[src/rtl/hazard_pkg.sv]
// rtl/hazard_pkg.sv - forwarding-select encodings and busy-FSM state type
package hazard_pkg;

  localparam logic [1:0] FWD_RF  = 2'b00;
  localparam logic [1:0] FWD_WB  = 2'b01;
  localparam logic [1:0] FWD_MEM = 2'b10;

  typedef enum logic {
    RUN     = 1'b0,
    MD_BUSY = 1'b1
  } hz_state_e;

endpackage

[src/rtl/muldiv_busy_ctr.sv]
// rtl/muldiv_busy_ctr.sv - mul/div occupancy counter with load, decrement and last flag
module muldiv_busy_ctr #(
  parameter int LATENCY = 32,
  parameter int CW      = (LATENCY > 2) ? $clog2(LATENCY) : 1
) (
  input  logic          clk,
  input  logic          rst_n,
  input  logic          i_load,
  input  logic          i_dec,
  output logic          o_last,
  output logic [CW-1:0] o_cnt
);

  localparam logic [CW-1:0] LOAD_VAL = CW'(LATENCY - 1);

  logic [CW-1:0] r_cnt;

  // The final decrement (1 -> 0) coincides with the FSM returning to RUN.
  always_ff @(posedge clk or negedge rst_n) begin
    if (!rst_n) begin
      r_cnt <= '0;
    end else if (i_load) begin
      r_cnt <= LOAD_VAL;
    end else if (i_dec && (r_cnt != '0)) begin
      r_cnt <= r_cnt - 1'b1;
    end
  end

  assign o_last = (r_cnt == CW'(1));
  assign o_cnt  = r_cnt;

endmodule

[src/rtl/hazard_control_unit.sv]
// rtl/hazard_control_unit.sv - stall/flush/enable and forwarding control for the IF/ID and ID/EX registers
module hazard_control_unit
  import hazard_pkg::*;
#(
  parameter int REG_AW         = 5,
  parameter int MULDIV_LATENCY = 32
) (
  input  logic              clk,
  input  logic              rst_n,
  input  logic [REG_AW-1:0] rs_d,
  input  logic [REG_AW-1:0] rt_d,
  input  logic [REG_AW-1:0] rs_e,
  input  logic [REG_AW-1:0] rt_e,
  input  logic [REG_AW-1:0] write_reg_e,
  input  logic [REG_AW-1:0] write_reg_m,
  input  logic [REG_AW-1:0] write_reg_w,
  input  logic              reg_write_e,
  input  logic              reg_write_m,
  input  logic              reg_write_w,
  input  logic              mem_to_reg_e,
  input  logic              mem_to_reg_m,
  input  logic              branch_d,
  input  logic              pc_src_d,
  input  logic              muldiv_start_e,
  output logic              stall_f,
  output logic              stall_d,
  output logic              flush_d,
  output logic              haz_clr,
  output logic              haz_enable,
  output logic              forward_a_d,
  output logic              forward_b_d,
  output logic [1:0]        forward_a_e,
  output logic [1:0]        forward_b_e,
  output logic              muldiv_busy
);

  localparam int CW = (MULDIV_LATENCY > 2) ? $clog2(MULDIV_LATENCY) : 1;

  hz_state_e     r_state;
  logic          w_run;
  logic          w_last;
  logic [CW-1:0] w_cnt;
  logic          w_lw_stall;
  logic          w_br_stall;
  logic          w_hz;
  logic          w_e_hits_d;
  logic          w_m_hits_d;

  // Register 0 is hardwired, so no compare may ever match on address 0.
  function automatic logic reg_match(input logic [REG_AW-1:0] a, input logic [REG_AW-1:0] b);
    return (a != '0) && (a == b);
  endfunction

  function automatic logic [1:0] fwd_sel(input logic [REG_AW-1:0] src,
                                         input logic [REG_AW-1:0] wr_m, input logic we_m,
                                         input logic [REG_AW-1:0] wr_w, input logic we_w);
    if (we_m && reg_match(src, wr_m))      return FWD_MEM;
    else if (we_w && reg_match(src, wr_w)) return FWD_WB;
    else                                   return FWD_RF;
  endfunction

  assign w_run      = (r_state == RUN);
  assign w_e_hits_d = reg_match(rs_d, write_reg_e) || reg_match(rt_d, write_reg_e);
  assign w_m_hits_d = reg_match(rs_d, write_reg_m) || reg_match(rt_d, write_reg_m);
  assign w_lw_stall = mem_to_reg_e && reg_write_e && w_e_hits_d;
  assign w_br_stall = branch_d && ((reg_write_e && w_e_hits_d) || (mem_to_reg_m && w_m_hits_d));
  assign w_hz       = w_lw_stall || w_br_stall;

  always_ff @(posedge clk or negedge rst_n) begin
    if (!rst_n) begin
      r_state <= RUN;
    end else begin
      case (r_state)
        RUN:     if (muldiv_start_e) r_state <= MD_BUSY;
        MD_BUSY: if (w_last)         r_state <= RUN;
        default:                     r_state <= RUN;
      endcase
    end
  end

  muldiv_busy_ctr #(
    .LATENCY (MULDIV_LATENCY),
    .CW      (CW)
  ) u_busy_ctr (
    .clk    (clk),
    .rst_n  (rst_n),
    .i_load (w_run && muldiv_start_e),
    .i_dec  (!w_run),
    .o_last (w_last),
    .o_cnt  (w_cnt)
  );

  // Gating with rst_n forces the reset-time values regardless of datapath inputs.
  assign stall_f     = rst_n && (!w_run || w_hz);
  assign stall_d     = rst_n && (!w_run || w_hz);
  assign flush_d     = rst_n && w_run && pc_src_d && !w_hz;
  assign haz_clr     = !rst_n || (w_run && w_hz);
  assign haz_enable  = !rst_n || w_run;
  assign muldiv_busy = !w_run;

  assign forward_a_d = rst_n && reg_write_m && reg_match(rs_d, write_reg_m);
  assign forward_b_d = rst_n && reg_write_m && reg_match(rt_d, write_reg_m);
  assign forward_a_e = rst_n ? fwd_sel(rs_e, write_reg_m, reg_write_m, write_reg_w, reg_write_w) : FWD_RF;
  assign forward_b_e = rst_n ? fwd_sel(rt_e, write_reg_m, reg_write_m, write_reg_w, reg_write_w) : FWD_RF;

endmodule

[config.mk]
export PLATFORM = sky130hd
export DESIGN_NAME = hazard_control_unit
export DESIGN_NICKNAME = d
export VERILOG_FILES = /design/src/rtl/hazard_pkg.sv /design/src/rtl/muldiv_busy_ctr.sv /design/src/rtl/hazard_control_unit.sv
export SDC_FILE = /design/constraint.sdc
export NUM_CORES = 1
export LEC_CHECK = 0
export CORE_ASPECT_RATIO = 0.8
export CORE_MARGIN = 1.5
export CORE_UTILIZATION = 40
export CTS_CLUSTER_SIZE = 30
export DETAILED_ROUTE_END_ITERATION = 6
export PLACE_DENSITY_LB_ADDON = 0.12
export SLEW_MARGIN = 20
export SYNTH_ARGS = -nofsm -noshare
export SYNTH_HDL_FRONTEND = slang
export SYNTH_SLANG_ARGS = --single-unit
[constraint.sdc]
create_clock -name clk -period 3.83 [get_ports clk]
set_input_delay 0.766 -clock clk [delete_from_list [all_inputs] [get_ports clk]]
set_output_delay 0.766 -clock clk [all_outputs]
set_load 0.02 [all_outputs]
==> results.md, run 1 <==
- Commonest non-fill, non-tap cell in the layout: clkdlybuf4s50_1
- Crit Path Max Fanout: 3
- Num rows: 15
- Mapped Area: 935 sq um
- # hold bufs at CTS: 0
- Avg Cell Area, Syn: 8.06 sq um
- DP Wirelength: roughly 2400 um
- Clock Pin Slew Worst Setup and Hold Paths: 0.05 ns
- Int Power: 268 uW
- Slew @ Worst Pin: about 0.40 ns
- Total core area: 2180 sq um
- Clock skew: between 0.0015 and 0.002 ns
- Max cap viols: 0
- H-tree levels: 1
- Share of cells above drive strength 1: 0.104
- Routed len/inst: between 10 and 15 um
- Status: finished clean
- Post-Synth XOR/XNOR Area: 0.394
- Clk root buf: clkbuf_4
- Via count: about 1100
- Clock Path Buffers: 2
- Final worst-path cycle share: 0.951
- Cells after synthesis: approximately 120
- Critical path type: in2out
- Overflow after GRT: 0
- CP max stage delay: 0.65 ns
- RSZ-0062 raised after global routing: false
- #FFs+latches synth: 6
- Final Hold Vio Count: 0
- Clk network pwr share: 0.137
- Synth warnings: 0
- Post-DR vias/cell: about 5.2
- Critical Path End Type: output pin
- Overall routed net length: about 2700 um
- Worst Path Required: slightly above 3 ns
- Setup crit start kind: primary input
- Worst hold path class: reg2reg
- Synth Area in Compound Gates: 0.112
- Design Area, Final: 1630 sq um
- Sequential cell area fraction in the yosys report: 0.161
- DR iter-0 viols: 22
- Count of cell types in the netlist: 30
- Resized Gates After CTS: 2
- Seq pwr share: 0.289
- Die W: approximately 57 um
- Overall power: about 440 uW
- First-pass GRT wire length: 4520 um
- Setup Fix Bufs, Post-CTS: 0
- Placement Cell Area: about 1600 sq um
- Hold_ws: just over 0.5 ns
- Largest net degree at the start of global routing: 15
- Pins Over Slew Limit: 0
- Worst path arrival time: between 2 and 3 ns
- Combinational fraction of design power: 0.574
- Minimum clock period: 3.64 ns
- Die span in y: approximately 46 um
- Setup-failing EPs final: 0
- Master of the slowest instance on the critical path: clkdlybuf4s50_1
- Main combinational cell family by area after synthesis: XOR/XNOR gates
- Starting density of the core: 0.429
- Worst vdd ir: around 0.32 mV
- Pwr/cell area: ~270 nW/um^2
- Cell leakage power: ~0.66 nW
- R2R setup slack: roughly 2.3 ns
- DRC violations left: 0
- Port bufs: between 50 and 60
- CP Cell Sequence: clkdlybuf4s50_1, or4_1, nor2_1, nor4_1, nor4_1, clkdlybuf4s50_1
- Final Net Count: 233
- Mux share of post-synthesis cell area: 0
- Finished Core Util: 0.749
- Worst skew pair latency: about 0.25 ns
- Die outline area: approximately 2600 sq um
- Clk sink count: 6
- Initial antenna violation count: 0
- Achievable Freq: ~0.27 GHz
- Sw Pwr: roughly 170 uW
- Routability cong.: approximately 0.84
- Global-route total usage across every layer: 0.222
- Slew HR: 0.732
- Adder-Cell Fraction of Synth Area: 0.0402
- Post-synthesis simple-gate area fraction: 0.265
- ANT cells: 0
- Syn_nets: about 160
- ANT nets after route: 0
- CTS tree: built
- Switching fraction of total power: 0.386
- Vias in the first global route: about 1000
- Cts bufs inserted: 3
- Pre-Repair DR Iteration Count: 4
- Most frequent cells in the layout: 51 x clkdlybuf4s50_1, 28 x xnor2_1, 14 x xor2_1
- Area growth from synthesis to layout: 74.6%
- # IOs: 57
## cell type report
| type | count | area, sq um |
|---|---|---|
| repair buffers | 67 | 652 |
| multi-input cells | 104 | 764 |
| clock buffers | 3 | 22.5 |
| well taps | 25 | 31.3 |
| flip-flops and latches | 6 | 150 |
| inverters | 3 | 11.3 |
| fillers | 173 | 546 |
## synthesized netlist by cell type, drive strengths merged
master	instances	area (sq um)
o311ai	1	8.76
nand2	5	18.8
buf	1	7.51
a21boi	1	7.51
nand4	4	25.0
nand2b	1	6.26
or2	1	6.26
a21bo	1	10.0
nor4	9	56.3
and2	2	12.5
a31oi	2	18.8
o221ai	1	8.76
nor3	1	5.00
o21ai	3	15.0
ha	3	37.5
clkbuf	2	7.51
o21bai	1	7.51
nand3	6	30.0
nor2	8	32.5
o2111a	1	11.3
a21oi	2	10.0
inv	3	11.3
xnor2	28	245
or4	4	30.0
o211ai	1	7.51
xor2	14	123
and3	4	25.0
dfrtp	6	150
## cells by family after synthesis
kind of cell,Yosys count
compound gates,14
xor+xnor,42
fa+ha+maj,3
buf+inv,6
flops,6
simple gates,45
## power groups by stage
stage | registers [mW] | logic, mW | clock network (mW)
2_1_floorplan | 0.118 | 0.145 | 0
3_3_place_gp | 0.124 | 0.245 | 0
3_5_place_dp | 0.125 | 0.252 | 0
4_1_cts | 0.125 | 0.253 | 0.0617
5_1_grt | 0.131 | 0.280 | 0.0662
6_report | 0.126 | 0.250 | 0.0600
## final timing paths
path	start	to	cells past startpoint
setup / recovery	rt_e[3]	forward_b_e[0]	6
min in group asynchronous	rst_n	u_busy_ctr.o_cnt[4]$_DFFE_PN0P_	2
hold reg to reg	u_busy_ctr.o_cnt[0]$_DFFE_PN0P_	u_busy_ctr.o_cnt[0]$_DFFE_PN0P_	1
max in group asynchronous	rst_n	u_busy_ctr.o_cnt[2]$_DFFE_PN0P_	2
hold / removal	u_busy_ctr.o_cnt[0]$_DFFE_PN0P_	u_busy_ctr.o_cnt[0]$_DFFE_PN0P_	1
setup reg to reg	u_busy_ctr.o_cnt[0]$_DFFE_PN0P_	u_busy_ctr.o_cnt[3]$_DFFE_PN0P_	6
## sequential cells by signal, summed over array words and instances, names as in the netlist
signal	cells
muldiv_busy	1
u_busy_ctr.o_cnt	5
## through the flow
step                cells  setup TNS (ns)  setup WS [ns]
detailed placement    205         -0.0905        -0.0338
global route          208               0          0.111
finish                208               0          0.189
CTS                   208        -0.00338       -0.00338
global placement      205         -0.0139        -0.0139
floorplan             116               0          0.741
## metal layers
metal | global-route usage | part of all wire | up-vias
met5 | 0 | 0 | -
met1 | 0.267 | 0.47 | 484
met2 | 0.393 | 0.46 | 44
met3 | 0.0758 | 0.073 | 0
met4 | 0.0465 | 0 | 0
li1 | - | - | 556
## critical path: cells and delay by family
kind	cells	cell delay [ns]
buffers and inverters	2	1.12
and+or+nand+nor	4	0.99
No activity file was read; power rests on OpenSTA's default activity.
==> run 2: changes to the inputs <==
==> constraint.sdc (replaced) <==
create_clock -name clk -period 3.83 [get_ports clk]
set_input_delay 0.766 -clock clk [delete_from_list [all_inputs] [get_ports clk]]
set_output_delay 0.766 -clock clk [all_outputs]
set_load 0.01 [all_outputs]
==> run 2 against run 1 <==
  * Register-to-register slack worse by 0.05 ns
  * Sequential cell count stayed put
  * Clock-buffer cell count is the same
  * Utilization fell by 1.1 points
  * Sequential power about the same
  * Non-clock buffer count decreased by 5
  * Highest routed layer unchanged
  * Hold slack worse by 0.0026 ns
  * Global-route usage fell by 0.22 points
==> results.md, run 2 (synthesis results as in run 1) <==
- Setup_tns: 0 ns (unchanged)
- Final worst slack: 0.122 ns (-0.0672 ns)
- Final Hold Vio Count: 0 (unchanged)
- Starting density of the core: 0.429 (unchanged)
- Switching fraction of total power: 0.389 (+0.00337)
- Minimum clock period: 3.71 ns (+0.0672 ns)
- Final worst-path cycle share: 0.968 (+0.0175)
- Cell leakage power: 0.628 nW (-5.6%)
- Share of cells above drive strength 1: 0.0955 (-0.00832)
- Global-route total usage across every layer: 0.220 (-0.00221)
- Placed cells: 200 (-2.4%)
- Clk root buf: clkbuf_4
- Largest net degree at the start of global routing: 15 (unchanged)
- Sw Pwr: 170 uW (+1.1%)
- Overall routed net length: 2840 um (+3.8%)
- First-pass GRT wire length: 4510 um (-0.15%)
- Routability cong.: 0.786 (-6.6%)
- Max cap viols: 0 (unchanged)
- DP Wirelength: 2420 um (+0.92%)
- Die span in y: 46.2 um (unchanged)
- Clk network pwr share: 0.137 (about the same)
- Overflow after GRT: 0 (unchanged)
- Pre-Repair DR Iteration Count: 4 (unchanged)
- Num rows: 15 (unchanged)
- Setup-failing EPs final: 0 (unchanged)
- Area growth from synthesis to layout: 72.0%
- Worst skew pair latency: 0.25 ns (about the same)
- Total core area: 2180 sq um (unchanged)
- Critical Path End Type: output pin
- Max reg flops: 5 (unchanged)
- Cts bufs inserted: 3 (unchanged)
- H-tree levels: 1 (unchanged)
- Post-DR vias/cell: 5.32 (+2.1%)
- RSZ-0062 raised after global routing: false
- Vias in the first global route: 1022 (-0.87%)
- ANT nets after route: 0 (unchanged)
- Slew @ Worst Pin: 0.403 ns (+0.00477 ns)
- Die outline area: 2640 sq um (unchanged)
- Achievable Freq: 0.270 GHz (-1.8%)
- Sequential standard cell area: 150 sq um (unchanged)
- Worst vdd ir: 0.302 mV (-6.0%)
- Fillers: 183 (+5.8%)
- Clk sink count: 6 (unchanged)
- Finished Core Util: 0.739 (-0.0109)
- Clock Pin Slew Worst Setup and Hold Paths: 0.04 ns (about the same)
- Area taken by multi-input logic gates: 779 sq um (+2.0%)
- Combinational fraction of design power: 0.569 (-0.005)
- Commonest non-fill, non-tap cell in the layout: clkdlybuf4s50_1
- Initial antenna violation count: 0 (unchanged)
- Worst path arrival time: 2.94 ns (+0.06 ns)
- Crit Path Max Fanout: 3 (unchanged)
- Setup Fix Bufs, Post-CTS: 0 (unchanged)
- Setup WS pre-CTS: 0.00480 ns (+0.0386 ns)
- Via count: 1080 (-0.37%)
- ANT cells: 0 (unchanged)
- Clock skew: 0.00188 ns (+0.000000700 ns)
- Most frequent cells in the layout: 53 x clkdlybuf4s50_1, 28 x xnor2_1, 14 x xor2_1
- Setup crit start kind: primary input
- Final Net Count: 228 (-2.1%)
- Die W: 57.0 um (unchanged)
- Clock Path Buffers: 2 (unchanged)
- Routed len/inst: 14.0 um (+6.3%)
- Seq pwr share: 0.294 (+0.005)
- Worst Path Required: 3.06 ns (about the same)
- CTS tree: built
- # IOs: 57 (unchanged)
- DRC violations left: 0 (unchanged)
- Worst hold path class: reg2reg
- DR iter-0 viols: 24 (+9.1%)
- Int Power: 267 uW (-0.31%)
- Slew HR: 0.729 (-0.00315)
- Critical path type: in2out
- Pins Over Slew Limit: 0 (unchanged)
- Pwr/cell area: 272 nW/um^2 (+1.7%)
- Port bufs: 56 (unchanged)
- Status: finished clean
- Post-Layout Cell Count: 203 (-2.4%)
run 2: cell count changes in the layout (fill, tap and decap cells not counted), moves of 2 or more:
cell	delta
clkdlybuf4s50_1	+2
buf_4	-5
nor4_2	+2
nor4_1	-2
run 2: area by class of cell:
cell class              instances  area share
multi-input cells             104       0.485
flip-flops and latches          6      0.0934
inverters                       3     0.00700
repair buffers                 62       0.381
clock buffers                   3      0.0140
well taps                      25      0.0195
run 2: power groups by stage:
stage	combinational (mW)	clock, mW	sequential, mW
2_1_floorplan	0.140	0	0.116
3_3_place_gp	0.234	0	0.124
3_5_place_dp	0.245	0	0.125
4_1_cts	0.248	0.0617	0.126
5_1_grt	0.278	0.0662	0.132
6_report	0.249	0.0599	0.129
run 2: through the flow:
step           hold WS [ns]  power, mW  instance area (sq um)
6_report              0.511      0.437                   1610
5_1_grt               0.550      0.477                   1610
4_1_cts               0.510      0.436                   1580
3_5_place_dp          0.503      0.370                   1560
3_3_place_gp          0.493      0.358                   1560
2_1_floorplan         0.465      0.256                    935
run 2: final timing paths:
kind,start,cells past startpoint,to,slack [ns]
min reg2reg,u_busy_ctr.o_cnt[0]$_DFFE_PN0P_,1,u_busy_ctr.o_cnt[0]$_DFFE_PN0P_,0.51
max in group asynchronous,rst_n,2,u_busy_ctr.o_cnt[1]$_DFFE_PN0P_,2.83
min in group asynchronous,rst_n,2,muldiv_busy$_DFF_PN0_,0.84
min,u_busy_ctr.o_cnt[0]$_DFFE_PN0P_,1,u_busy_ctr.o_cnt[0]$_DFFE_PN0P_,0.51
max reg2reg,u_busy_ctr.o_cnt[0]$_DFFE_PN0P_,6,u_busy_ctr.o_cnt[4]$_DFFE_PN0P_,2.25
max,rt_d[1],7,stall_f,0.12
run 2: worst max-delay path: stages:
cell,delay [ns]
clkdlybuf4s50_1,0.47
or4_1,0.55
nor2_2,0.14
nor4_1,0.08
a31oi_2,0.24
o221ai_1,0.18
clkdlybuf4s50_1,0.50
run 2: repair_timing:
item / 4_1_cts / 5_1_grt
resized for setup: 0 / 8
endpoints found under the setup margin: 0 / 4
hold buffers: 0 / 0
run 2: routing by layer:
metal  track usage  vias to the layer above  part of all wire
li1              -                      540                 -
met1         0.270                      491              0.45
met2         0.423                       49              0.48
met3        0.0506                        0             0.069
met4             0                        0                 0
met5             0                        -                 0
